$ cat src/rtl/cpu_status_pkg.sv
// cpu_status_pkg: shared definitions for the 6502 processor status block.
//   - FLAG_* : bit positions of each flag inside the P byte
//   - P_RESET: P as read right after reset (I=1, bits 5/4 read 1)
//   - flags_t: the six stored flags
//   - pack_p : build a P byte from stored flags and a B-bit value
package cpu_status_pkg;

    localparam int FLAG_C = 0;
    localparam int FLAG_Z = 1;
    localparam int FLAG_I = 2;
    localparam int FLAG_D = 3;
    localparam int FLAG_B = 4;
    localparam int FLAG_U = 5;
    localparam int FLAG_V = 6;
    localparam int FLAG_N = 7;

    localparam logic [7:0] P_RESET = 8'h34;

    typedef struct packed {
        logic n;
        logic v;
        logic d;
        logic i;
        logic z;
        logic c;
    } flags_t;

    localparam flags_t FLAGS_RESET = '{n: 1'b0, v: 1'b0, d: 1'b0, i: 1'b1, z: 1'b0, c: 1'b0};

    // Bit 5 always reads 1; bit 4 is supplied by the caller (1 for live P).
    function automatic logic [7:0] pack_p(flags_t f, logic b);
        logic [7:0] p;
        p         = 8'h00;
        p[FLAG_N] = f.n;
        p[FLAG_V] = f.v;
        p[FLAG_U] = 1'b1;
        p[FLAG_B] = b;
        p[FLAG_D] = f.d;
        p[FLAG_I] = f.i;
        p[FLAG_Z] = f.z;
        p[FLAG_C] = f.c;
        return p;
    endfunction

endpackage

$ cat src/rtl/cpu_status_if.sv
// cpu_status_if: bundle between the control unit / ALU (master) and the
// processor status block (slave).
//   master drives: ALU flags, update strobes, BIT, explicit flag writes,
//                  PLP/RTI load, brk_push, sync, interrupt lines, int_ack
//   slave drives : p_out, p_push, carry, decimal, irq_pending, nmi_pending
interface cpu_status_if;
    logic       alu_neg, alu_ov, alu_zero, alu_carry;
    logic       upd_n, upd_v, upd_z, upd_c;
    logic       bit_load;
    logic [7:0] data_in;
    logic       set_c, clr_c, set_i, clr_i, set_d, clr_d, clr_v;
    logic       p_load;
    logic [7:0] p_in;
    logic       brk_push;
    logic       sync;
    logic       irq_n, nmi_n;
    logic       int_ack;
    logic [7:0] p_out, p_push;
    logic       carry, decimal;
    logic       irq_pending, nmi_pending;

    modport master (
        output alu_neg, alu_ov, alu_zero, alu_carry,
        output upd_n, upd_v, upd_z, upd_c, bit_load, data_in,
        output set_c, clr_c, set_i, clr_i, set_d, clr_d, clr_v,
        output p_load, p_in, brk_push, sync, irq_n, nmi_n, int_ack,
        input  p_out, p_push, carry, decimal, irq_pending, nmi_pending
    );

    modport slave (
        input  alu_neg, alu_ov, alu_zero, alu_carry,
        input  upd_n, upd_v, upd_z, upd_c, bit_load, data_in,
        input  set_c, clr_c, set_i, clr_i, set_d, clr_d, clr_v,
        input  p_load, p_in, brk_push, sync, irq_n, nmi_n, int_ack,
        output p_out, p_push, carry, decimal, irq_pending, nmi_pending
    );
endinterface

$ cat src/rtl/cpu_nmi_edge.sv
// cpu_nmi_edge: NMI falling-edge detector and latch.
//   clk, rst   : clock, async active-high reset
//   nmi_n      : active-low NMI, already synchronous to clk
//   int_ack    : interrupt sequence entered, clears the latch
//   nmi_latch  : set by a 1->0 transition of nmi_n, held until int_ack
module cpu_nmi_edge (
    input  logic clk,
    input  logic rst,
    input  logic nmi_n,
    input  logic int_ack,
    output logic nmi_latch
);
    logic prev_q, prev_d;
    logic latch_q, latch_d;
    logic nmi_edge;

    // prev resets to 0, so a line held low across reset release never
    // looks like a falling edge.
    assign nmi_edge = prev_q & ~nmi_n;

    always_comb begin
        prev_d  = nmi_n;
        latch_d = latch_q;
        if (nmi_edge)
            latch_d = 1'b1;   // a new edge beats a same-cycle ack
        else if (int_ack)
            latch_d = 1'b0;
    end

    always_ff @(posedge clk or posedge rst) begin
        if (rst) begin
            prev_q  <= 1'b0;
            latch_q <= 1'b0;
        end else begin
            prev_q  <= prev_d;
            latch_q <= latch_d;
        end
    end

    assign nmi_latch = latch_q;
endmodule

$ cat src/rtl/cpu_status.sv
// cpu_status: 6502 processor status (P) register and interrupt recognition.
//   clk, rst : clock, async active-high reset
//   bus      : cpu_status_if.slave (ALU flags, strobes, PLP load, push byte,
//              carry/decimal feedback, irq/nmi pending)
// Build option: CPU_STATUS_DECIMAL_EN stores the D flag; without it D reads
// 0 and set_d/clr_d/p_in[3] are ignored (2A03-style core).
module cpu_status
    import cpu_status_pkg::*;
(
    input  logic         clk,
    input  logic         rst,
    cpu_status_if.slave  bus
);
    flags_t flags_q, flags_d;
    logic   irq_pending_q, irq_pending_d;
    logic   nmi_pending_q, nmi_pending_d;
    logic   nmi_latch;

    cpu_nmi_edge u_nmi_edge (
        .clk       (clk),
        .rst       (rst),
        .nmi_n     (bus.nmi_n),
        .int_ack   (bus.int_ack),
        .nmi_latch (nmi_latch)
    );

    // Per-flag priority: stack load, explicit set (beats clr), explicit clr,
    // BIT, ALU update, hold.
    always_comb begin
        flags_d = flags_q;

        if (bus.p_load)       flags_d.c = bus.p_in[FLAG_C];
        else if (bus.set_c)   flags_d.c = 1'b1;
        else if (bus.clr_c)   flags_d.c = 1'b0;
        else if (bus.upd_c)   flags_d.c = bus.alu_carry;

        if (bus.p_load)       flags_d.z = bus.p_in[FLAG_Z];
        else if (bus.upd_z)   flags_d.z = bus.alu_zero;

        if (bus.p_load)       flags_d.i = bus.p_in[FLAG_I];
        else if (bus.set_i)   flags_d.i = 1'b1;
        else if (bus.clr_i)   flags_d.i = 1'b0;

        if (bus.p_load)        flags_d.v = bus.p_in[FLAG_V];
        else if (bus.clr_v)    flags_d.v = 1'b0;
        else if (bus.bit_load) flags_d.v = bus.data_in[6];
        else if (bus.upd_v)    flags_d.v = bus.alu_ov;

        if (bus.p_load)        flags_d.n = bus.p_in[FLAG_N];
        else if (bus.bit_load) flags_d.n = bus.data_in[7];
        else if (bus.upd_n)    flags_d.n = bus.alu_neg;

`ifdef CPU_STATUS_DECIMAL_EN
        if (bus.p_load)       flags_d.d = bus.p_in[FLAG_D];
        else if (bus.set_d)   flags_d.d = 1'b1;
        else if (bus.clr_d)   flags_d.d = 1'b0;
`else
        flags_d.d = 1'b0;
`endif
    end

    // Pending flags only move at instruction boundaries. IRQ uses the
    // registered I, so CLI/SEI affect recognition one instruction late.
    always_comb begin
        irq_pending_d = irq_pending_q;
        nmi_pending_d = nmi_pending_q;
        if (bus.int_ack) begin
            irq_pending_d = 1'b0;
            nmi_pending_d = 1'b0;
        end else if (bus.sync) begin
            irq_pending_d = ~bus.irq_n & ~flags_q.i;
            nmi_pending_d = nmi_latch;
        end
    end

    always_ff @(posedge clk or posedge rst) begin
        if (rst) begin
            flags_q       <= FLAGS_RESET;
            irq_pending_q <= 1'b0;
            nmi_pending_q <= 1'b0;
        end else begin
            flags_q       <= flags_d;
            irq_pending_q <= irq_pending_d;
            nmi_pending_q <= nmi_pending_d;
        end
    end

    assign bus.p_out       = pack_p(flags_q, 1'b1);
    assign bus.p_push      = pack_p(flags_q, bus.brk_push);
    assign bus.carry       = flags_q.c;
    assign bus.irq_pending = irq_pending_q;
    assign bus.nmi_pending = nmi_pending_q;

`ifdef CPU_STATUS_DECIMAL_EN
    assign bus.decimal = flags_q.d;
    logic unused_bits;
    assign unused_bits = ^bus.p_in[FLAG_U:FLAG_B];
`else
    assign bus.decimal = 1'b0;
    logic unused_bits;
    assign unused_bits = ^{bus.p_in[FLAG_U:FLAG_D], bus.set_d, bus.clr_d};
`endif
endmodule

$ cat src/flat_wrapper.sv
// flat-port wrapper written by rule: the top's interface ports become plain ports
module cpu_status_flat import cpu_status_pkg::*;
  (clk, rst, bus_alu_neg, bus_alu_ov, bus_alu_zero, bus_alu_carry, bus_upd_n, bus_upd_v, bus_upd_z, bus_upd_c, bus_bit_load, bus_data_in, bus_set_c, bus_clr_c, bus_set_i, bus_clr_i, bus_set_d, bus_clr_d, bus_clr_v, bus_p_load, bus_p_in, bus_brk_push, bus_sync, bus_irq_n, bus_nmi_n, bus_int_ack, bus_p_out, bus_p_push, bus_carry, bus_decimal, bus_irq_pending, bus_nmi_pending);
  cpu_status_if bus_i ();
  input  logic clk;
  input  logic rst;
  input wire logic [$bits(bus_i.alu_neg)-1:0] bus_alu_neg;
  input wire logic [$bits(bus_i.alu_ov)-1:0] bus_alu_ov;
  input wire logic [$bits(bus_i.alu_zero)-1:0] bus_alu_zero;
  input wire logic [$bits(bus_i.alu_carry)-1:0] bus_alu_carry;
  input wire logic [$bits(bus_i.upd_n)-1:0] bus_upd_n;
  input wire logic [$bits(bus_i.upd_v)-1:0] bus_upd_v;
  input wire logic [$bits(bus_i.upd_z)-1:0] bus_upd_z;
  input wire logic [$bits(bus_i.upd_c)-1:0] bus_upd_c;
  input wire logic [$bits(bus_i.bit_load)-1:0] bus_bit_load;
  input wire logic [$bits(bus_i.data_in)-1:0] bus_data_in;
  input wire logic [$bits(bus_i.set_c)-1:0] bus_set_c;
  input wire logic [$bits(bus_i.clr_c)-1:0] bus_clr_c;
  input wire logic [$bits(bus_i.set_i)-1:0] bus_set_i;
  input wire logic [$bits(bus_i.clr_i)-1:0] bus_clr_i;
  input wire logic [$bits(bus_i.set_d)-1:0] bus_set_d;
  input wire logic [$bits(bus_i.clr_d)-1:0] bus_clr_d;
  input wire logic [$bits(bus_i.clr_v)-1:0] bus_clr_v;
  input wire logic [$bits(bus_i.p_load)-1:0] bus_p_load;
  input wire logic [$bits(bus_i.p_in)-1:0] bus_p_in;
  input wire logic [$bits(bus_i.brk_push)-1:0] bus_brk_push;
  input wire logic [$bits(bus_i.sync)-1:0] bus_sync;
  input wire logic [$bits(bus_i.irq_n)-1:0] bus_irq_n;
  input wire logic [$bits(bus_i.nmi_n)-1:0] bus_nmi_n;
  input wire logic [$bits(bus_i.int_ack)-1:0] bus_int_ack;
  output wire logic [$bits(bus_i.p_out)-1:0] bus_p_out;
  output wire logic [$bits(bus_i.p_push)-1:0] bus_p_push;
  output wire logic [$bits(bus_i.carry)-1:0] bus_carry;
  output wire logic [$bits(bus_i.decimal)-1:0] bus_decimal;
  output wire logic [$bits(bus_i.irq_pending)-1:0] bus_irq_pending;
  output wire logic [$bits(bus_i.nmi_pending)-1:0] bus_nmi_pending;
  assign bus_i.alu_neg = bus_alu_neg;
  assign bus_i.alu_ov = bus_alu_ov;
  assign bus_i.alu_zero = bus_alu_zero;
  assign bus_i.alu_carry = bus_alu_carry;
  assign bus_i.upd_n = bus_upd_n;
  assign bus_i.upd_v = bus_upd_v;
  assign bus_i.upd_z = bus_upd_z;
  assign bus_i.upd_c = bus_upd_c;
  assign bus_i.bit_load = bus_bit_load;
  assign bus_i.data_in = bus_data_in;
  assign bus_i.set_c = bus_set_c;
  assign bus_i.clr_c = bus_clr_c;
  assign bus_i.set_i = bus_set_i;
  assign bus_i.clr_i = bus_clr_i;
  assign bus_i.set_d = bus_set_d;
  assign bus_i.clr_d = bus_clr_d;
  assign bus_i.clr_v = bus_clr_v;
  assign bus_i.p_load = bus_p_load;
  assign bus_i.p_in = bus_p_in;
  assign bus_i.brk_push = bus_brk_push;
  assign bus_i.sync = bus_sync;
  assign bus_i.irq_n = bus_irq_n;
  assign bus_i.nmi_n = bus_nmi_n;
  assign bus_i.int_ack = bus_int_ack;
  assign bus_p_out = bus_i.p_out;
  assign bus_p_push = bus_i.p_push;
  assign bus_carry = bus_i.carry;
  assign bus_decimal = bus_i.decimal;
  assign bus_irq_pending = bus_i.irq_pending;
  assign bus_nmi_pending = bus_i.nmi_pending;
  cpu_status u_core (.clk(clk), .rst(rst), .bus(bus_i));
endmodule
$ cat config.mk
export PLATFORM = sky130hd
export DESIGN_NAME = cpu_status_flat
export DESIGN_NICKNAME = d
export VERILOG_FILES = /design/src/rtl/cpu_status_pkg.sv /design/src/rtl/cpu_status_if.sv /design/src/rtl/cpu_nmi_edge.sv /design/src/rtl/cpu_status.sv /design/src/flat_wrapper.sv
export SDC_FILE = /design/constraint.sdc
export NUM_CORES = 1
export LEC_CHECK = 0
export ABC_CLOCK_PERIOD_IN_PS = 2440
export CAP_MARGIN = 40
export CORE_AREA = 4 4 53 46
export CTS_CLUSTER_SIZE = 25
export DETAILED_ROUTE_END_ITERATION = 16
export DIE_AREA = 0 0 57 50
export PLACE_DENSITY = 0.83
export REMOVE_ABC_BUFFERS = 1
export SETUP_SLACK_MARGIN = 0.02
export SLEW_MARGIN = 20
export SYNTH_ARGS = -nofsm -noshare
export SYNTH_HDL_FRONTEND = slang
export SYNTH_SLANG_ARGS = --single-unit
$ cat constraint.sdc
create_clock -name clk -period 2.44 [get_ports clk]
set_clock_uncertainty 0.15 [all_clocks]
set_input_delay 0.732 -clock clk [delete_from_list [all_inputs] [get_ports clk]]
set_output_delay 0.732 -clock clk [all_outputs]
set_load 0.01 [all_outputs]
==> results of run 1 <==
[registers in the layout, summed over array words and instances (netlist names)]
signal	count
u_core.u_nmi_edge.prev_q	1
u_core.bus.irq_pending	1
u_core.bus.carry	1
u_core.u_nmi_edge.nmi_latch	1
u_core.bus.p_out	4
u_core.bus.nmi_pending	1
[report_power, final]
group          total, mW  internal, mW  leakage (nW)  switching [mW]
logic              0.121        0.0800         0.270          0.0414
clock network      0.110        0.0627        0.0150          0.0474
registers          0.170         0.162         0.109         0.00814
total              0.402         0.305         0.394          0.0969
[per-layer routing]
| layer | global-route usage, % | wire length (µm) | vias up |
|---|---|---|---|
| li1 | - | - | 219 |
| met5 | 0 | 0 | - |
| met4 | 2.317 | 0 | 0 |
| met2 | 15.78 | 667 | 33 |
| met1 | 7.692 | 405 | 182 |
| met3 | 7.572 | 214 | 0 |
[cells in the final DEF, fill, tap and decap left out]
cell type        count
o31ai_1              2
mux2i_1              7
dfrtp_1              8
mux2_1               2
a21oi_1              1
clkbuf_1             1
inv_1                4
nor2_1               3
o21ai_1              1
o21ai_0              2
dfstp_2              1
conb_1               6
clkdlybuf4s50_1     40
o22ai_1              1
nand2_1              4
clkbuf_4             3
[worst paths after layout]
path	from	endpoint	slack, ns	depth (start not counted)
setup / recovery	u_core.bus.p_out[2]$_DFFE_PP1P_	bus_p_out[2]	0.21	1
hold / removal	u_core.u_nmi_edge.prev_q$_DFF_PP0_	u_core.u_nmi_edge.nmi_latch$_DFFE_PP0P_	0.36	2
setup reg to reg	u_core.bus.p_out[6]$_DFFE_PP0P_	u_core.bus.p_out[6]$_DFFE_PP0P_	1.26	3
hold reg to reg	u_core.u_nmi_edge.prev_q$_DFF_PP0_	u_core.u_nmi_edge.nmi_latch$_DFFE_PP0P_	0.36	2
max in group asynchronous	rst	u_core.bus.p_out[2]$_DFFE_PP1P_	1.25	2
min in group asynchronous	rst	u_core.u_nmi_edge.prev_q$_DFF_PP0_	0.59	2
[per-stage QoR]
step,area [µm²],util (%),std cells,worst slack [ns]
floorplan,424.2,-,42,0.8260
global placement,854.6,46.02,106,0.4230
global route,880.8,47.44,110,0.1519
CTS,880.8,47.44,110,0.1912
detailed placement,854.6,46.02,106,0.3788
finish,880.8,47.44,110,0.2139
[final cells by class]
cell class / instances / area share, %
Inverter: 4 / 1.705
Tap cell: 24 / 3.409
Timing Repair Buffer: 40 / 45.45
Multi-Input combinational cell: 29 / 20.74
Sequential cell: 9 / 25.71
Clock buffer: 4 / 2.983
[cell families (layout without fill, tap and decap cells)]
logic type,after synthesis,count (layout),share of synthesized area [%]
buf+inv,18,48,22.98
other cells,2,6,1.468
compound gates,7,7,8.067
mux,9,9,18.09
simple gates,7,7,5.133
flops,9,9,44.25
==> out/qor.csv, run 1 <==
metric,value,unit
Post-CTS Hold Buffers,0,
most common cell in the netlist,buf_4,
"Async S/R FF share, synth",100.0,%
Synth Cell Area,511.7,µm²
Port Buf Inserts,40,
Area Overhead vs Synth,72.13,%
vias per cell,3.945,
DR iter-0 viols,2,
Nets,127,
Mean Syn Cell Area,9.841,µm²
"slowest stage cell, crit path",dfstp_2,
status,completed,
Resized cells post-CTS,0,
top-area cell type share of the netlist area,39.12,%
Synth cell types,15,
Synth Instances,52,
YS warnings,0,
die width,57,µm
global route overflow,0,
TritonCTS buffer count,3,
CP startpoint kind,register,
Max Root-Sink Buffers,2,
Max-Cap Viols,0,
setup total negative slack,0,ns
H-tree depth,1,
Seq. cell area,226.5,µm²
Final GP Congestion,0.7356,
sequential area share after synthesis,44.25,%
critical path required time,1.56,ns
"antenna viol nets, final",0,
DRT Pass-1 Iters,4,
Global Route Usage Sum,9.008,%
DPL Wire Length,1135,µm
first-pass GRT wire length,1869,µm
Setup CP Type,register to primary output,
worst vdd ir,0.0002281,V
"Slew Viols, Final",0,
Die Y,50,µm
WHS,0.3613,ns
"Clk Latency, worst-skew pair",0.25,ns
CTS Root Cell,clkbuf_4,
Diodes inserted,0,
vias in the first global route,431,
worst-path maximum fanout,4,
Clock Pin Slew Worst Setup and Hold Paths,0.06,ns
"FF+latch count, synth",9,
layout cells sized above 1,4.651,%
top cell family by delay on the critical path,flip-flops,
initial core utilization,27.56,%
"area leader, netlist",dfrtp_1,
Setup Viol. Count Final,0,
Core Region,0.001857,mm²
drt total wl,1287,µm
die area,0.002850,mm²
number of cell rows,14,
unrepaired setup endpoints after global routing,no,
CP endpoint kind,primary output,
post-detailed-route wirelength per cell,11.70,µm
total number of vias,434,
crit path DAT,1.34,ns
Post-route DRC,0,
CTS sink cnt,9,
ys flop type,dfrtp_1,
Fill cells,189,
leading cell types by count after synthesis,"13 x buf_4, 8 x dfrtp_1, 7 x mux2i_1",
WP buf/inv,1,
Fmax,449.2,MHz
static leakage,0.3937,nW
CP Cell Sequence,clkdlybuf4s50_1,
Power Density,456.0,mW/mm²
final worst-path cycle share,91.24,%
Multi-input gate area,182.7,µm²
largest net degree at the start of global routing,11,
Max stage delay on crit path,0.55,ns
"Setup Fix Bufs, Post-CTS",0,
CTS tree,done,
total power,0.4017,mW
synth top area cells,"dfrtp_1 39%, buf_4 19%, mux2i_1 14%",
worst min path class,register to register,
final hold violation count,0,
antenna violations before repair,0,
Post-synth EDFFs,0,
Top Ports,60,
shortest clock period the worst path allows after layout,2.226,ns
Note: power is estimated with default switching activity, not from simulation.
==> run 2: changes to the inputs <==
--- a/config.mk
+++ b/config.mk
@@ -7,11 +7,15 @@
 export LEC_CHECK = 0
 export ABC_CLOCK_PERIOD_IN_PS = 2440
 export CAP_MARGIN = 40
-export CORE_AREA = 4 4 53 46
+export CELL_PAD_IN_SITES_DETAIL_PLACEMENT = 1
+export CELL_PAD_IN_SITES_GLOBAL_PLACEMENT = 2
+export CORE_AREA = 4 4 52 45
 export CTS_CLUSTER_SIZE = 25
 export DETAILED_ROUTE_END_ITERATION = 16
-export DIE_AREA = 0 0 57 50
-export PLACE_DENSITY = 0.83
+export DIE_AREA = 0 0 56 49
+export DONT_BUFFER_PORTS = 1
+export PLACE_DENSITY = 0.77
+export RECOVER_POWER = 100
 export REMOVE_ABC_BUFFERS = 1
 export SETUP_SLACK_MARGIN = 0.02
 export SLEW_MARGIN = 20
==> run 2 against run 1 <==
Wire length shrank 22%. Sequential share of layout area grew 21 points. Clock power is essentially flat. Via count shrank 32%. Combinational power shrank 76%.
==> out/qor.csv, run 2 (synthesized netlist as in run 1, its figures left out) <==
metric,value,unit,change
drt total wl,1009,µm,was 1287 µm
"Slew Viols, Final",0,,unchanged
Global Route Usage Sum,7.921,%,was 9.008%
final worst-path cycle share,73.37,%,was 91.24%
H-tree depth,1,,unchanged
CTS tree,done,,unchanged
DR iter-0 viols,3,,was 2
Clock Pin Slew Worst Setup and Hold Paths,0.06,ns,about the same
Core Region,0.001822,mm²,was 0.001857 mm²
die area,0.002744,mm²,was 0.002850 mm²
Resized cells post-CTS,0,,unchanged
Fmax,558.6,MHz,was 449.2 MHz
total number of vias,296,,was 434
Die Y,49,µm,was 50 µm
Post-route DRC,0,,unchanged
vias in the first global route,342,,was 431
post-detailed-route wirelength per cell,14.41,µm,was 11.70 µm
TritonCTS buffer count,3,,unchanged
antenna violations before repair,0,,unchanged
shortest clock period the worst path allows after layout,1.790,ns,was 2.226 ns
setup total negative slack,0,ns,unchanged
FF-to-FF path depth,3,,unchanged
critical path required time,1.56,ns,about the same
"Setup Fix Bufs, Post-CTS",0,,unchanged
total power,0.3183,mW,was 0.4017 mW
most frequent cells in the layout,"8 x dfrtp_1, 7 x mux2i_1, 6 x conb_1, 4 x inv_1, 4 x nand2_1",,"was 40 x clkdlybuf4s50_1, 8 x dfrtp_1, 7 x mux2i_1, 6 x conb_1"
CP startpoint kind,register,,unchanged
"antenna viol nets, final",0,,unchanged
"Clk Latency, worst-skew pair",0.25,ns,about the same
worst-path maximum fanout,4,,unchanged
die width,56,µm,was 57 µm
worst vdd ir,0.0002869,V,was 0.0002281 V
"most common cell after layout, fill and taps aside",dfrtp_1,,was clkdlybuf4s50_1
layout cells sized above 1,6.522,%,was 4.651%
Largest register FFs,4,,unchanged
Setup CP Type,register to primary output,,unchanged
worst setup path start,u_core.bus.p_out[2]$_DFFE_PP1P_,,unchanged
Nets,87,,was 127
Setup Viol. Count Final,0,,unchanged
initial core utilization,28.09,%,was 27.56%
Post-CTS Hold Buffers,0,,unchanged
final hold violation count,0,,unchanged
Max-Cap Viols,0,,unchanged
global route overflow,0,,unchanged
CTS Root Cell,clkbuf_4,,unchanged
number of cell rows,14,,unchanged
worst min path class,input port to async pin,,was register to register
CTS sink cnt,9,,unchanged
vias per cell,4.229,,was 3.945
DPL Wire Length,909.2,µm,was 1135 µm
Diodes inserted,0,,unchanged
CP endpoint kind,primary output,,unchanged
Max Root-Sink Buffers,2,,unchanged
status,completed,,unchanged
WHS,0.1859,ns,was 0.3613 ns
first-pass GRT wire length,1635,µm,was 1869 µm
Power Density,662.6,mW/mm²,was 456.0 mW/mm²
unrepaired setup endpoints after global routing,no,,unchanged
DRT Pass-1 Iters,4,,unchanged
Final GP Congestion,0.6111,,was 0.7356
Area Overhead vs Synth,-6.112,%,was 72.13%
Top Ports,60,,unchanged
largest net degree at the start of global routing,11,,unchanged
Port Buf Inserts,0,,was 40
crit path DAT,0.91,ns,was 1.34 ns
Fill cells,232,,was 189
static leakage,0.2379,nW,was 0.3937 nW
cell count along the critical path,0,,was 1
Reg2Reg Launch Point,u_core.bus.p_out[6]$_DFFE_PP0P_,,unchanged
[run 2: cell count changes in the layout (fill, tap and decap cells not counted)]
cell / delta
dfstp_2: -1
o21ai_1: -1
clkdlybuf4s50_1: -40
dfstp_1: +1
o21ai_0: +1
[run 2: stage by stage]
stage	worst slack [ns]	instance area, µm²	utilization [%]	instances
CTS	0.6881	480.5	26.37	70
detailed placement	0.8259	454.2	24.93	66
floorplan	0.8260	424.2	-	42
global route	0.6044	480.5	26.37	70
finish	0.6497	480.5	26.37	70
global placement	0.8259	454.2	24.93	66
[run 2: final cells by class]
type                       instances  area (µm²)  area share (%)
sequential                         9       226.5           47.14
clock buffer                       4       26.28           5.469
tap                               24       30.03           6.250
inverter                           4       15.01           3.125
multi-input combinational         29       182.7           38.02
[run 2: power by group]
part / internal, mW / switching, mW
Sequential: 0.161 / 0.0196
Clock: 0.0626 / 0.0461
Combinational: 0.0132 / 0.0154
[run 2: routing by layer]
layer,part of all wire (%),GRT usage (%),up-vias
li1,-,-,138
met1,33,8.173,134
met2,54,13.04,22
met3,11,4.497,2
met4,2.0,3.557,0
met5,0,0,-
[run 2: worst paths after layout]
kind / endpoint / slack [ns]
min in group clk: u_core.u_nmi_edge.nmi_latch$_DFFE_PP0P_ / 0.36
hold reg to reg: u_core.u_nmi_edge.nmi_latch$_DFFE_PP0P_ / 0.36
setup / recovery: bus_p_out[2] / 0.65
hold / removal: u_core.bus.p_out[1]$_DFFE_PP0P_ / 0.19
max in group asynchronous: u_core.bus.p_out[2]$_DFFE_PP1P_ / 1.65
setup reg to reg: u_core.bus.p_out[6]$_DFFE_PP0P_ / 1.17
